### src/rtl/spike_rate_decoder_if.sv
// Result handshake bundle for spike_rate_decoder: rate_out/rate_valid/rate_ready.
// With SPIKE_RATE_DECODER_ISI_EN defined, isi_out travels alongside rate_out.
interface spike_rate_decoder_if #(
    parameter int ACC_W = 8
);
    logic [ACC_W-1:0] rate_out;
    logic             rate_valid;
    logic             rate_ready;
`ifdef SPIKE_RATE_DECODER_ISI_EN
    logic [7:0]       isi_out;

    modport master (output rate_out, output rate_valid, output isi_out, input rate_ready);
    modport slave  (input rate_out, input rate_valid, input isi_out, output rate_ready);
`else
    modport master (output rate_out, output rate_valid, input rate_ready);
    modport slave  (input rate_out, input rate_valid, output rate_ready);
`endif
endinterface

### src/rtl/spike_rate_decoder.sv
// Counts spikes over a programmable window and offers the count on a valid/ready port.
// Optional SPIKE_RATE_DECODER_ISI_EN adds the inter-spike interval of the last two spikes.
module spike_rate_decoder #(
    parameter int ACC_W = 8
) (
    input  logic                  clk,
    input  logic                  rst_n,
    input  logic                  enable,
    input  logic                  spike_in,
    input  logic [7:0]            window_len,
    spike_rate_decoder_if.master  rate_bus,
    output logic                  overrun,
    output logic                  busy
);

    typedef enum logic {IDLE, COUNT} state_t;

    state_t           state, state_next;
    logic [7:0]       remain;
    logic [ACC_W-1:0] acc, acc_sum;
    logic             start_window, result_event;

    assign busy = (state == COUNT);

    always_comb begin
        acc_sum = acc;
        if (spike_in && (acc != {ACC_W{1'b1}}))
            acc_sum = acc + ACC_W'(1);
    end

    always_ff @(posedge clk or negedge rst_n) begin
        if (!rst_n) state <= IDLE;
        else        state <= state_next;
    end

    // The last window cycle always yields a result, even if enable has dropped.
    always_comb begin
        state_next   = state;
        start_window = 1'b0;
        result_event = 1'b0;
        case (state)
            IDLE: begin
                if (enable && (window_len != 8'd0)) begin
                    start_window = 1'b1;
                    state_next   = COUNT;
                end
            end
            COUNT: begin
                if (remain == 8'd1) begin
                    result_event = 1'b1;
                    if (enable && (window_len != 8'd0)) start_window = 1'b1;
                    else                                state_next   = IDLE;
                end else if (!enable) begin
                    state_next = IDLE;
                end
            end
            default: state_next = IDLE;
        endcase
    end

    always_ff @(posedge clk or negedge rst_n) begin
        if (!rst_n) begin
            remain <= 8'd0;
            acc    <= '0;
        end else if (start_window) begin
            remain <= window_len;
            acc    <= '0;
        end else if (state_next == COUNT) begin
            remain <= remain - 8'd1;
            acc    <= acc_sum;
        end else begin
            remain <= 8'd0;
            acc    <= '0;
        end
    end

`ifdef SPIKE_RATE_DECODER_ISI_EN
    logic [7:0] gap, isi_acc, isi_sum;
    logic       seen;

    // gap counts quiet cycles since the previous spike; the interval is gap+1.
    always_comb begin
        isi_sum = isi_acc;
        if (spike_in && seen)
            isi_sum = (gap == 8'hFF) ? 8'hFF : gap + 8'd1;
    end

    always_ff @(posedge clk or negedge rst_n) begin
        if (!rst_n) begin
            gap     <= 8'd0;
            isi_acc <= 8'd0;
            seen    <= 1'b0;
        end else if (start_window || (state_next != COUNT)) begin
            gap     <= 8'd0;
            isi_acc <= 8'd0;
            seen    <= 1'b0;
        end else begin
            isi_acc <= isi_sum;
            if (spike_in) begin
                seen <= 1'b1;
                gap  <= 8'd0;
            end else if (seen && (gap != 8'hFF)) begin
                gap <= gap + 8'd1;
            end
        end
    end
`endif

    always_ff @(posedge clk or negedge rst_n) begin
        if (!rst_n) begin
            rate_bus.rate_out   <= '0;
            rate_bus.rate_valid <= 1'b0;
            overrun             <= 1'b0;
`ifdef SPIKE_RATE_DECODER_ISI_EN
            rate_bus.isi_out    <= 8'd0;
`endif
        end else if (result_event) begin
            if (!rate_bus.rate_valid || rate_bus.rate_ready) begin
                rate_bus.rate_out   <= acc_sum;
                rate_bus.rate_valid <= 1'b1;
`ifdef SPIKE_RATE_DECODER_ISI_EN
                rate_bus.isi_out    <= isi_sum;
`endif
            end else begin
                overrun <= 1'b1;
            end
        end else if (rate_bus.rate_valid && rate_bus.rate_ready) begin
            rate_bus.rate_valid <= 1'b0;
        end
    end

endmodule

### src/flat_wrapper.sv
// flat-port wrapper written by rule: the top's interface ports become plain ports
module spike_rate_decoder_flat 
#(
    parameter int ACC_W = 8
)
  (clk, rst_n, enable, spike_in, window_len, overrun, busy, rate_bus_rate_out, rate_bus_rate_valid, rate_bus_rate_ready);
  spike_rate_decoder_if #(.ACC_W(ACC_W)) rate_bus_i ();
  input  logic clk;
  input  logic rst_n;
  input  logic enable;
  input  logic spike_in;
  input  logic [7:0] window_len;
  output logic overrun;
  output logic busy;
  output wire logic [$bits(rate_bus_i.rate_out)-1:0] rate_bus_rate_out;
  output wire logic [$bits(rate_bus_i.rate_valid)-1:0] rate_bus_rate_valid;
  input wire logic [$bits(rate_bus_i.rate_ready)-1:0] rate_bus_rate_ready;
  assign rate_bus_rate_out = rate_bus_i.rate_out;
  assign rate_bus_rate_valid = rate_bus_i.rate_valid;
  assign rate_bus_i.rate_ready = rate_bus_rate_ready;
  spike_rate_decoder #(.ACC_W(ACC_W)) u_core (.clk(clk), .rst_n(rst_n), .enable(enable), .spike_in(spike_in), .window_len(window_len), .rate_bus(rate_bus_i), .overrun(overrun), .busy(busy));
endmodule
### config.mk
export PLATFORM = sky130hd
export DESIGN_NAME = spike_rate_decoder_flat
export DESIGN_NICKNAME = d
export VERILOG_FILES = /design/src/rtl/spike_rate_decoder_if.sv /design/src/rtl/spike_rate_decoder.sv /design/src/flat_wrapper.sv
export SDC_FILE = /design/constraint.sdc
export NUM_CORES = 1
export LEC_CHECK = 0
export BUFFER_PORTS_ARGS = -buffer_cell sky130_fd_sc_hd__buf_2
export CAP_MARGIN = 30
export CORE_AREA = 3 3 72 74
export CTS_CLUSTER_DIAMETER = 80
export CTS_CLUSTER_SIZE = 24
export DETAILED_ROUTE_END_ITERATION = 10
export DIE_AREA = 0 0 75 77
export SYNTH_ARGS = -nofsm -noshare
export SYNTH_HDL_FRONTEND = slang
export SYNTH_SLANG_ARGS = --single-unit
### constraint.sdc
create_clock -name clk -period 5.05 [get_ports clk]
set_input_delay 0.7575 -clock clk [delete_from_list [all_inputs] [get_ports clk]]
set_output_delay 0.7575 -clock clk [all_outputs]
set_load 0.05 [all_outputs]
==> key figures, run 1 <==
Logic synthesis
  – Xor and xnor area share after synthesis: 3.24%
  – Synth top cells by count: dfrtp_1, nand2_1, o21ai_0
  – Top_reg_cell synth: dfrtp_1
  – Ys async rst share: 100%
  – Ranking of synthesized cells by area: dfrtp_1, nand2_1, o21ai_0
  – Multiplexer share of the synthesized area: 3.80%
  – Distinct cells, synth: 33
  – Register area share after synthesis: 50.0%
  – Compound-Gate Fraction of Synth Area: 16.1%
  – Area leader, netlist: dfrtp_1
  – Post-synth EDFFs: 0
  – Main combinational cell family by area after synthesis: simple AND/OR/NAND/NOR gates
  – Seq cells post-synth: 27
  – Synth Area in Adders: 2.78%
  – Top cell type's share of synthesized area: 50.0%
  – Cell area after synthesis: 1350 µm²
  – Post-Syn Nets: 148
  – Syn avg cell area: 10.2 µm²
  – Simple logic cell fraction of the synthesized area: 22.3%
  – Synth Instances: 132
  – Count leader, synth: dfrtp_1
  – Ys Warns: 0

Finish
  – Fin area: 1560 µm²
  – Seq. cell area: 676 µm²
  – Multi-input logic area: 652 µm²
  – N_diodes: 0
  – Post-layout nets: 173
  – Total of fill cells in the finished design: 490
  – Layout cell share with drive strength beyond 1: 23.7%
  – Post-Layout Cell Count: 210
  – Layout area overhead: 15.6%

Routing
  – WL final: 2530 µm
  – Final ANT Viol Nets: 0
  – Wire per inst: 12.0 µm
  – Initial drt markers: 51
  – Via Count: 1006
  – Vias per inst: 4.79
  – 1st-pass router iterations: 4
  – DRC Markers: 0

Clock tree
  – CTS Buf Count: 3
  – CTS Hold Bufs: 0
  – Worst skew pair latency: 0.27 ns
  – Clock sinks: 27
  – CTS tree: done
  – Post-CTS Setup Inserts: 0
  – Clock Tree Root: clkbuf_8
  – Worst-case clock buffer depth: 2
  – H-tree Lvls: 1
  – Post_cts resized: 0
  – Clk pin slew, worst setup/hold paths: 0.09 ns

Job
  – MaxCap Viol Count: 0

Pwr
  – Leak: 0.000733 µW
  – Switching Fraction: 35.1%
  – Sequential Power Share: 49.2%
  – Switching power: 190 µW
  – Worst VDD drop: 0.119 mV
  – Clock power frac: 22.2%
  – Part of the power in combinational logic: 28.6%
  – P per Cell Area: 346 nW/µm²
  – Internal power: 351 µW

Run status
  – Status: complete, no violations

Worst setup path
  – Worst Setup Start Kind: flip-flop
  – R2r setup slk: 3.02 ns
  – CP Data Arrival Time: 2.19 ns
  – WP data required: 5.21 ns
  – Critical path endpoint category: flip-flop
  – CP max FO: 15
  – Critical path type: reg2reg

Floorplanning
  – Die ar.: 5780 µm²
  – Die height: 77 µm
  – Initial core utilization: 29.0%
  – Core area: 4660 µm²
  – Io pins: 24
  – Number of core rows: 25
  – Die Wd: 75 µm

Timing
  – RSZ-0062 raised after global routing: no
  – Clock skew: 0.00176 ns
  – Slew Limit Fails: 0
  – Fin. Hold Viols: 0
  – FMAX: 0.492 GHz
  – TNS Setup: 0 ns
  – Max-slew headroom: 58.6%
  – Endpoints failing setup: 0
  – Period utilization: 40.2%
  – Crit path time final: 2.03 ns
  – Worst-Margin Slew: 0.617 ns

Global route
  – Global-route wire length before repair: 4260 µm
  – Initial antenna violation count: 0
  – Vias in the first global route: 978
  – Total track usage: 9.23%
  – Remaining global-route overflow: 0
  – Largest net degree at the start of global routing: 28

Placed design
  – Post-DP Area: 1520 µm²
  – I/O Buffers: 23
  – Dpl hpwl: 1890 µm
  – Gpl congestion: 0.730
  – Cell total after placement: 206

Min path
  – Hold crit path type: reg2reg
==> routing by layer <==
layer / vias to the layer above / GRT usage, % / routed length (µm)
met3: 0 / 3.01 / 164
met5: - / 0 / 0
met1: 454 / 12.4 / 1210
met4: 0 / 1.07 / 0
li1: 523 / - / -
met2: 29 / 14.7 / 1150
==> power by group through the flow <==
| stage | Clock [µW] | Combinational [µW] | Sequential, µW |
|---|---|---|---|
| 6_report | 120 | 155 | 266 |
| 5_1_grt | 135 | 170 | 270 |
| 4_1_cts | 128 | 157 | 267 |
| 3_5_place_dp | 0 | 156 | 271 |
| 3_3_place_gp | 0 | 156 | 271 |
| 2_1_floorplan | 0 | 82.3 | 307 |
==> path summary, 6_finish.rpt <==
| check | cells past startpoint | start | end |
|---|---|---|---|
| setup / recovery | 5 | u_core.remain[1] | u_core.rate_bus.rate_out[7] |
| hold reg to reg | 2 | u_core.rate_bus.rate_out[0] | u_core.rate_bus.rate_out[0] |
| hold / removal | 2 | u_core.rate_bus.rate_out[0] | u_core.rate_bus.rate_out[0] |
| max in group asynchronous | 1 | rst_n | u_core.rate_bus.rate_out[1] |
| min in group asynchronous | 1 | rst_n | u_core.rate_bus.rate_out[6] |
| setup reg to reg | 5 | u_core.remain[1] | u_core.rate_bus.rate_out[7] |
==> logic make-up after synthesis <==
kind of cell | Yosys count
xor+xnor | 5
compound gates | 32
buf+inv | 5
flops | 27
simple gates | 55
mux | 5
fa+ha+maj | 3
==> cell usage in the layout (no fill, tap or decap), drive strengths merged, types with 2 or more instances in the layout <==
| cell type | netlist | final |
|---|---|---|
| nor2 | 7 | 7 |
| inv | 2 | 2 |
| and4 | 3 | 3 |
| o31ai | 2 | 2 |
| ha | 3 | 3 |
| nand3 | 9 | 9 |
| nand2 | 20 | 20 |
| nand2b | 2 | 2 |
| a21oi | 6 | 6 |
| xor2 | 4 | 4 |
| nor3b | 3 | 3 |
| buf | 2 | 23 |
| or4 | 2 | 2 |
| o21ai | 17 | 17 |
| dfrtp | 27 | 27 |
| nor3 | 2 | 2 |
| o211a | 2 | 2 |
| clkbuf | 1 | 4 |
| mux2i | 4 | 4 |
| nor2b | 3 | 3 |
==> critical path: stages (launching register included) <==
cell and delay (ns):
dfrtp_1 0.39, inv_1 0.08, ha_1 0.16, nor3b_1 0.42, nand4_2 0.47, mux2_2 0.42
==> layout make-up <==
type | instances | area share [%]
repair buffers | 23 | 7.37
clock buffers | 4 | 2.88
inverters | 2 | 0.480
flip-flops and latches | 27 | 43.2
well taps | 54 | 4.32
multi-input cells | 100 | 41.7
==> state kept, by name (all words and copies together), names as in the netlist <==
name                        cells
u_core.acc                      8
u_core.rate_bus.rate_out        8
u_core.remain                   8
u_core.busy                     1
u_core.overrun                  1
u_core.rate_bus.rate_valid      1
==> stage by stage <==
stage          worst slack [ns]  util [%]  total power [µW]  hold slack, ns
3_5_place_dp               2.96      32.6               427           0.461
2_1_floorplan              3.40         -               389           0.462
5_1_grt                    2.78      33.5               575           0.517
4_1_cts                    2.96      33.5               552           0.482
3_3_place_gp               3.03      32.6               427           0.457
6_report                   3.02      33.5               541           0.474
Note: power is estimated with default switching activity, not from simulation.
==> inputs of run 2 (changes only) <==
==> constraint.sdc (replaced) <==
create_clock -name clk -period 2 [get_ports clk]
set_input_delay 0.3 -clock clk [delete_from_list [all_inputs] [get_ports clk]]
set_output_delay 0.3 -clock clk [all_outputs]
set_load 0.05 [all_outputs]
==> key figures, run 2 (synthesized netlist as in run 1, its figures left out) <==
Timing
  – Fin. Hold Viols: 0
  – Clock skew: 0.00253 ns
  – Worst-Margin Slew: 0.600 ns
  – Final worst setup slack: 0.271 ns
  – Crit path time final: 1.73 ns
  – Max-slew headroom: 60.0%
  – Slew Limit Fails: 0
  – Period utilization: 86.5%
  – FMAX: 0.578 GHz
  – RSZ-0062 raised after global routing: no
  – Endpoints failing setup: 0
  – TNS Setup: 0 ns

Clock tree
  – CTS tree: done
  – Clock Tree Root: clkbuf_8
  – Worst skew pair latency: 0.27 ns
  – Post_cts resized: 0
  – CTS Buf Count: 3
  – H-tree Lvls: 1
  – Post-CTS Setup Inserts: 0
  – Clk pin slew, worst setup/hold paths: 0.09 ns
  – Clock sinks: 27
  – CTS Hold Bufs: 0
  – Worst-case clock buffer depth: 2

Worst setup path
  – Worst Setup Start Kind: flip-flop
  – WP data required: 2.16 ns
  – Critical path type: reg2reg
  – CP max FO: 8
  – CP Data Arrival Time: 1.88 ns
  – Critical path endpoint category: flip-flop

Placed design
  – Dpl hpwl: 1960 µm
  – Gpl congestion: 0.699
  – Pre-CTS setup slack: 0.145 ns
  – I/O Buffers: 23

Finish
  – Layout cell share with drive strength beyond 1: 25.3%
  – Commonest cells after routing, fill and taps aside: dfrtp_1, buf_2, nand2_1
  – Seq. cell area: 676 µm²
  – Layout area overhead: 17.1%
  – N_diodes: 0
  – Most common cell after layout, fill and taps aside: dfrtp_1
  – Multi-input logic area: 657 µm²
  – Total of fill cells in the finished design: 486
  – Post-layout nets: 175
  – Top Registers: u_core.acc: 8 flops, u_core.rate_bus.rate_out: 8 flops, u_core.remain: 8 flops

Routing
  – Initial drt markers: 56
  – DRC Markers: 0
  – Via Count: 1049
  – Final ANT Viol Nets: 0
  – 1st-pass router iterations: 4
  – WL final: 2580 µm
  – Vias per inst: 4.95
  – Wire per inst: 12.2 µm

Pwr
  – Worst VDD drop: 0.360 mV
  – P per Cell Area: 873 nW/µm²
  – Leak: 0.000745 µW

Floorplanning
  – Initial core utilization: 29.0%
  – Die ar.: 5780 µm²
  – Core area: 4660 µm²
  – Die Wd: 75 µm
  – Io pins: 24
  – Die height: 77 µm
  – Number of core rows: 25

Job
  – MaxCap Viol Count: 0

Global route
  – Largest net degree at the start of global routing: 28
  – Total track usage: 9.88%
  – Vias in the first global route: 1015
  – Remaining global-route overflow: 0
  – Initial antenna violation count: 0
  – Global-route wire length before repair: 4530 µm

Min path
  – Hold crit path type: in2async

Run status
  – Status: complete, no violations
run 2: changes by cell type in the layout (fill, tap and decap cells not counted):
cell and change:
nor3b_1 -1, nor3b_2 +1, buf_4 +2
run 2: path summary, 6_finish.rpt:
path | slack (ns) | depth (start not counted) | end | start
max | 0.27 | 5 | u_core.rate_bus.rate_out[3] | u_core.remain[3]
min | 0.03 | 1 | u_core.rate_bus.rate_out[6] | rst_n
max reg2reg | 0.27 | 5 | u_core.rate_bus.rate_out[3] | u_core.remain[3]
min reg2reg | 0.48 | 2 | u_core.rate_bus.rate_out[0] | u_core.rate_bus.rate_out[0]
min in group clk | 0.27 | 3 | u_core.remain[4] | window_len[4]
max in group asynchronous | 1.58 | 1 | u_core.rate_bus.rate_valid | rst_n
run 2: stage by stage:
step                      hold WS, ns  total power [µW]  utilization, %  instances  cell area [µm²]
after global placement          0.340              1090            32.9        208             1530
after global routing           0.0786              1480            34.0        212             1580
final                          0.0278              1380            34.0        212             1580
after floorplan               0.00441               982               -        132             1350
after CTS                      0.0487              1400            33.9        212             1580
after detailed placement        0.346              1090            32.9        208             1530
run 2: worst max-delay path: stages, from the launching register on:
cell,delay [ns]
dfrtp_1,0.45
nor4_4,0.45
nand4_2,0.32
buf_4,0.27
nand2_1,0.08
o21ai_2,0.05
run 2: power by group:
part / internal [µW] / switching [µW]
clock network: 143 / 163
logic: 142 / 259
registers: 610 / 64.8
total: 895 / 486
run 2: layer usage:
layer	wire, µm	global-route usage, %	part of all wire (%)	vias up
met5	0	0	0	-
met4	14	1.60	0.54	0
met3	141	3.15	5.5	4
met2	1180	15.5	46	25
met1	1240	13.4	48	491
li1	-	-	-	529
run 2: cell type report:
| class | instances | share of cell area, % |
|---|---|---|
| clock buffer | 4 | 2.85 |
| inverter | 2 | 0.474 |
| multi-input combinational | 100 | 41.5 |
| sequential | 27 | 42.7 |
| tap | 54 | 4.27 |
| timing repair buffer | 25 | 8.22 |
==> inputs of run 3 (changes only) <==
--- a/config.mk
+++ b/config.mk
@@ -5,13 +5,14 @@
 export SDC_FILE = /design/constraint.sdc
 export NUM_CORES = 1
 export LEC_CHECK = 0
+export ABC_AREA = 1
 export BUFFER_PORTS_ARGS = -buffer_cell sky130_fd_sc_hd__buf_2
 export CAP_MARGIN = 30
-export CORE_AREA = 3 3 72 74
+export CORE_AREA = 3 3 75 77
 export CTS_CLUSTER_DIAMETER = 80
 export CTS_CLUSTER_SIZE = 24
 export DETAILED_ROUTE_END_ITERATION = 10
-export DIE_AREA = 0 0 75 77
+export DIE_AREA = 0 0 78 80
 export SYNTH_ARGS = -nofsm -noshare
 export SYNTH_HDL_FRONTEND = slang
 export SYNTH_SLANG_ARGS = --single-unit
==> key figures, run 3 <==
Logic synthesis
  – Synth Instances: 182
  – Simple logic cell fraction of the synthesized area: 37.5%
  – Synth Area in Adders: 2.51%
  – Post-synth EDFFs: 0
  – Compound-Gate Fraction of Synth Area: 4.85%
  – Register area share after synthesis: 45.2%
  – Main combinational cell family by area after synthesis: simple AND/OR/NAND/NOR gates
  – Ys Warns: 0
  – Area leader, netlist: dfrtp_1
  – Seq cells post-synth: 27
  – Top cell type's share of synthesized area: 45.2%
  – Count leader, synth: nand2_1
  – Xor and xnor area share after synthesis: 2.93%
  – Syn avg cell area: 8.22 µm²
  – Synth top cells by count: nand2_1, dfrtp_1, inv_1
  – Distinct cells, synth: 26
  – Multiplexer share of the synthesized area: 0%
  – Ranking of synthesized cells by area: dfrtp_1, nand2_1, nand4_1
  – Cell area after synthesis: 1500 µm²
  – Post-Syn Nets: 198
  – Ys async rst share: 100%
  – Top_reg_cell synth: dfrtp_1

Clock tree
  – Clk pin slew, worst setup/hold paths: 0.10 ns
  – Post_cts resized: 0
  – Clock sinks: 27
  – H-tree Lvls: 1
  – Worst skew pair latency: 0.27 ns
  – CTS Hold Bufs: 0
  – Post-CTS Setup Inserts: 0
  – Clock Tree Root: clkbuf_8
  – CTS Buf Count: 3
  – Worst-case clock buffer depth: 2
  – CTS tree: done

Pwr
  – Switching Fraction: 41.2%
  – Sequential Power Share: 43.1%
  – P per Cell Area: 941 nW/µm²
  – Switching power: 670 µW
  – Part of the power in combinational logic: 37.0%
  – Internal power: 955 µW
  – Clock power frac: 19.9%
  – Worst VDD drop: 0.339 mV
  – Leak: 0.000875 µW

Timing
  – FMAX: 0.652 GHz
  – Worst-Margin Slew: 0.599 ns
  – Clock skew: 0.00156 ns
  – Crit path time final: 1.53 ns
  – Max-slew headroom: 60.0%
  – Fin. Hold Viols: 0
  – Period utilization: 76.7%
  – RSZ-0062 raised after global routing: no
  – Slew Limit Fails: 0
  – TNS Setup: 0 ns
  – Endpoints failing setup: 0

Global route
  – Global-route wire length before repair: 5500 µm
  – Remaining global-route overflow: 0
  – Vias in the first global route: 1292
  – Initial antenna violation count: 0
  – Total track usage: 10.8%
  – Largest net degree at the start of global routing: 28

Finish
  – Layout area overhead: 15.4%
  – Layout cell share with drive strength beyond 1: 24.8%
  – Post-layout nets: 223
  – Top Registers: u_core.acc: 8 flops, u_core.rate_bus.rate_out: 8 flops, u_core.remain: 8 flops
  – Post-Layout Cell Count: 276
  – Commonest cells after routing, fill and taps aside: nand2_1, dfrtp_1, buf_2
  – N_diodes: 0
  – Most common cell after layout, fill and taps aside: nand2_1

Floorplanning
  – Initial core utilization: 29.5%
  – Core area: 5070 µm²
  – Die Wd: 78 µm
  – Io pins: 24
  – Number of core rows: 26
  – Die height: 80 µm
  – Die ar.: 6240 µm²

Worst setup path
  – Cell repeated most along the worst path: inv_1
  – WP data required: 2.17 ns
  – Worst Setup Start Kind: flip-flop
  – CP max FO: 16
  – Critical path type: reg2reg
  – Slowest stage cell, crit path: dfrtp_1
  – Critical path endpoint category: flip-flop
  – Crit-path cells: inv_1 -> ha_1 -> inv_1 -> nor3_4 -> nand2_2 -> nand3_2 -> inv_1 -> nand3_1 -> nand2_1
  – CP Data Arrival Time: 1.70 ns
  – Max incr delay on CP: 0.37 ns

Routing
  – WL final: 2960 µm
  – Vias per inst: 4.41
  – Final ANT Viol Nets: 0
  – Wire per inst: 10.7 µm
  – Via Count: 1216
  – Initial drt markers: 46
  – 1st-pass router iterations: 4
  – DRC Markers: 0

Placed design
  – I/O Buffers: 23
  – Gpl congestion: 0.754
  – Cell total after placement: 272
  – Dpl hpwl: 2280 µm

Run status
  – Status: complete, no violations

Job
  – MaxCap Viol Count: 0

Min path
  – Hold crit path type: in2async
[run 3: cell count changes in the layout (fill, tap and decap cells not counted), sizes merged, moves of 3 or more]
cell,previous run,this run
inv,2,22
mux2i,4,0
nand4,1,13
nand2,20,62
and4,3,0
nand3,9,17
nor3b,3,0
nor2b,3,0
nor2,7,14
o21ai,17,6
[run 3: power groups by stage]
| stage | Combinational [µW] | Sequential [µW] | Clock (µW) |
|---|---|---|---|
| 2_1_floorplan | 339 | 850 | 0 |
| 3_3_place_gp | 602 | 709 | 0 |
| 3_5_place_dp | 609 | 712 | 0 |
| 4_1_cts | 612 | 701 | 337 |
| 5_1_grt | 678 | 710 | 364 |
| 6_report | 601 | 701 | 324 |
[run 3: final cells by class]
cell class,count,area (µm²)
fillers,547,3350
multi-input cells,130,714
flip-flops and latches,27,676
repair buffers,23,115
well taps,70,87.6
inverters,22,85.1
clock buffers,3,41.3
clock inverters,1,7.51
[run 3: cells by family (layout without fill, tap and decap cells)]
family / after synthesis / in the layout
AOI/OAI and AO/OA: 14 / 14
xor gates and xnor gates: 5 / 5
adders and majority gates: 3 / 3
buffers and inverters: 25 / 49
DFF: 27 / 27
and+or+nand+nor: 108 / 108
[run 3: path summary, 6_finish.rpt]
kind / startpoint / to / slack (ns) / depth (start not counted)
min in group clk: window_len[1] / u_core.remain[1] / 0.28 / 3
worst max register to register: u_core.remain[1] / u_core.remain[7] / 0.47 / 9
max in group asynchronous: rst_n / u_core.remain[0] / 1.59 / 1
worst min register to register: u_core.rate_bus.rate_out[6] / u_core.rate_bus.rate_out[6] / 0.48 / 2
worst min-delay path: rst_n / u_core.rate_bus.rate_out[5] / 0.02 / 1
worst max-delay path: u_core.remain[1] / u_core.remain[7] / 0.47 / 9
[run 3: metal layers]
metal  global-route usage (%)  share of wire (%)  vias up
li1                         -                  -      636
met1                     12.6                 46      555
met2                     20.3                 49       25
met3                     2.82                4.9        0
met4                     1.40                  0        0
met5                        0                  0        -
[run 3: worst max-delay path: cells and delay by family (launching register included)]
kind | cells | cell delay, ns
adder cells (fa/ha/maj) | 1 | 0.15
buffers and inverters | 3 | 0.24
flip-flops | 1 | 0.37
AND/OR/NAND/NOR | 5 | 0.67
[run 3: through the flow]
stage                     worst slack, ns  total power (µW)  instance area, µm²  hold WS (ns)  utilization (%)
final                               0.467              1630                1730        0.0182             34.0
after global routing                0.296              1750                1730        0.0665             34.0
after CTS                           0.451              1650                1730        0.0528             34.0
after detailed placement            0.470              1320                1680         0.354             33.1
after global placement              0.530              1310                1680         0.353             33.1
after floorplan                     0.657              1190                1500       0.00441                -
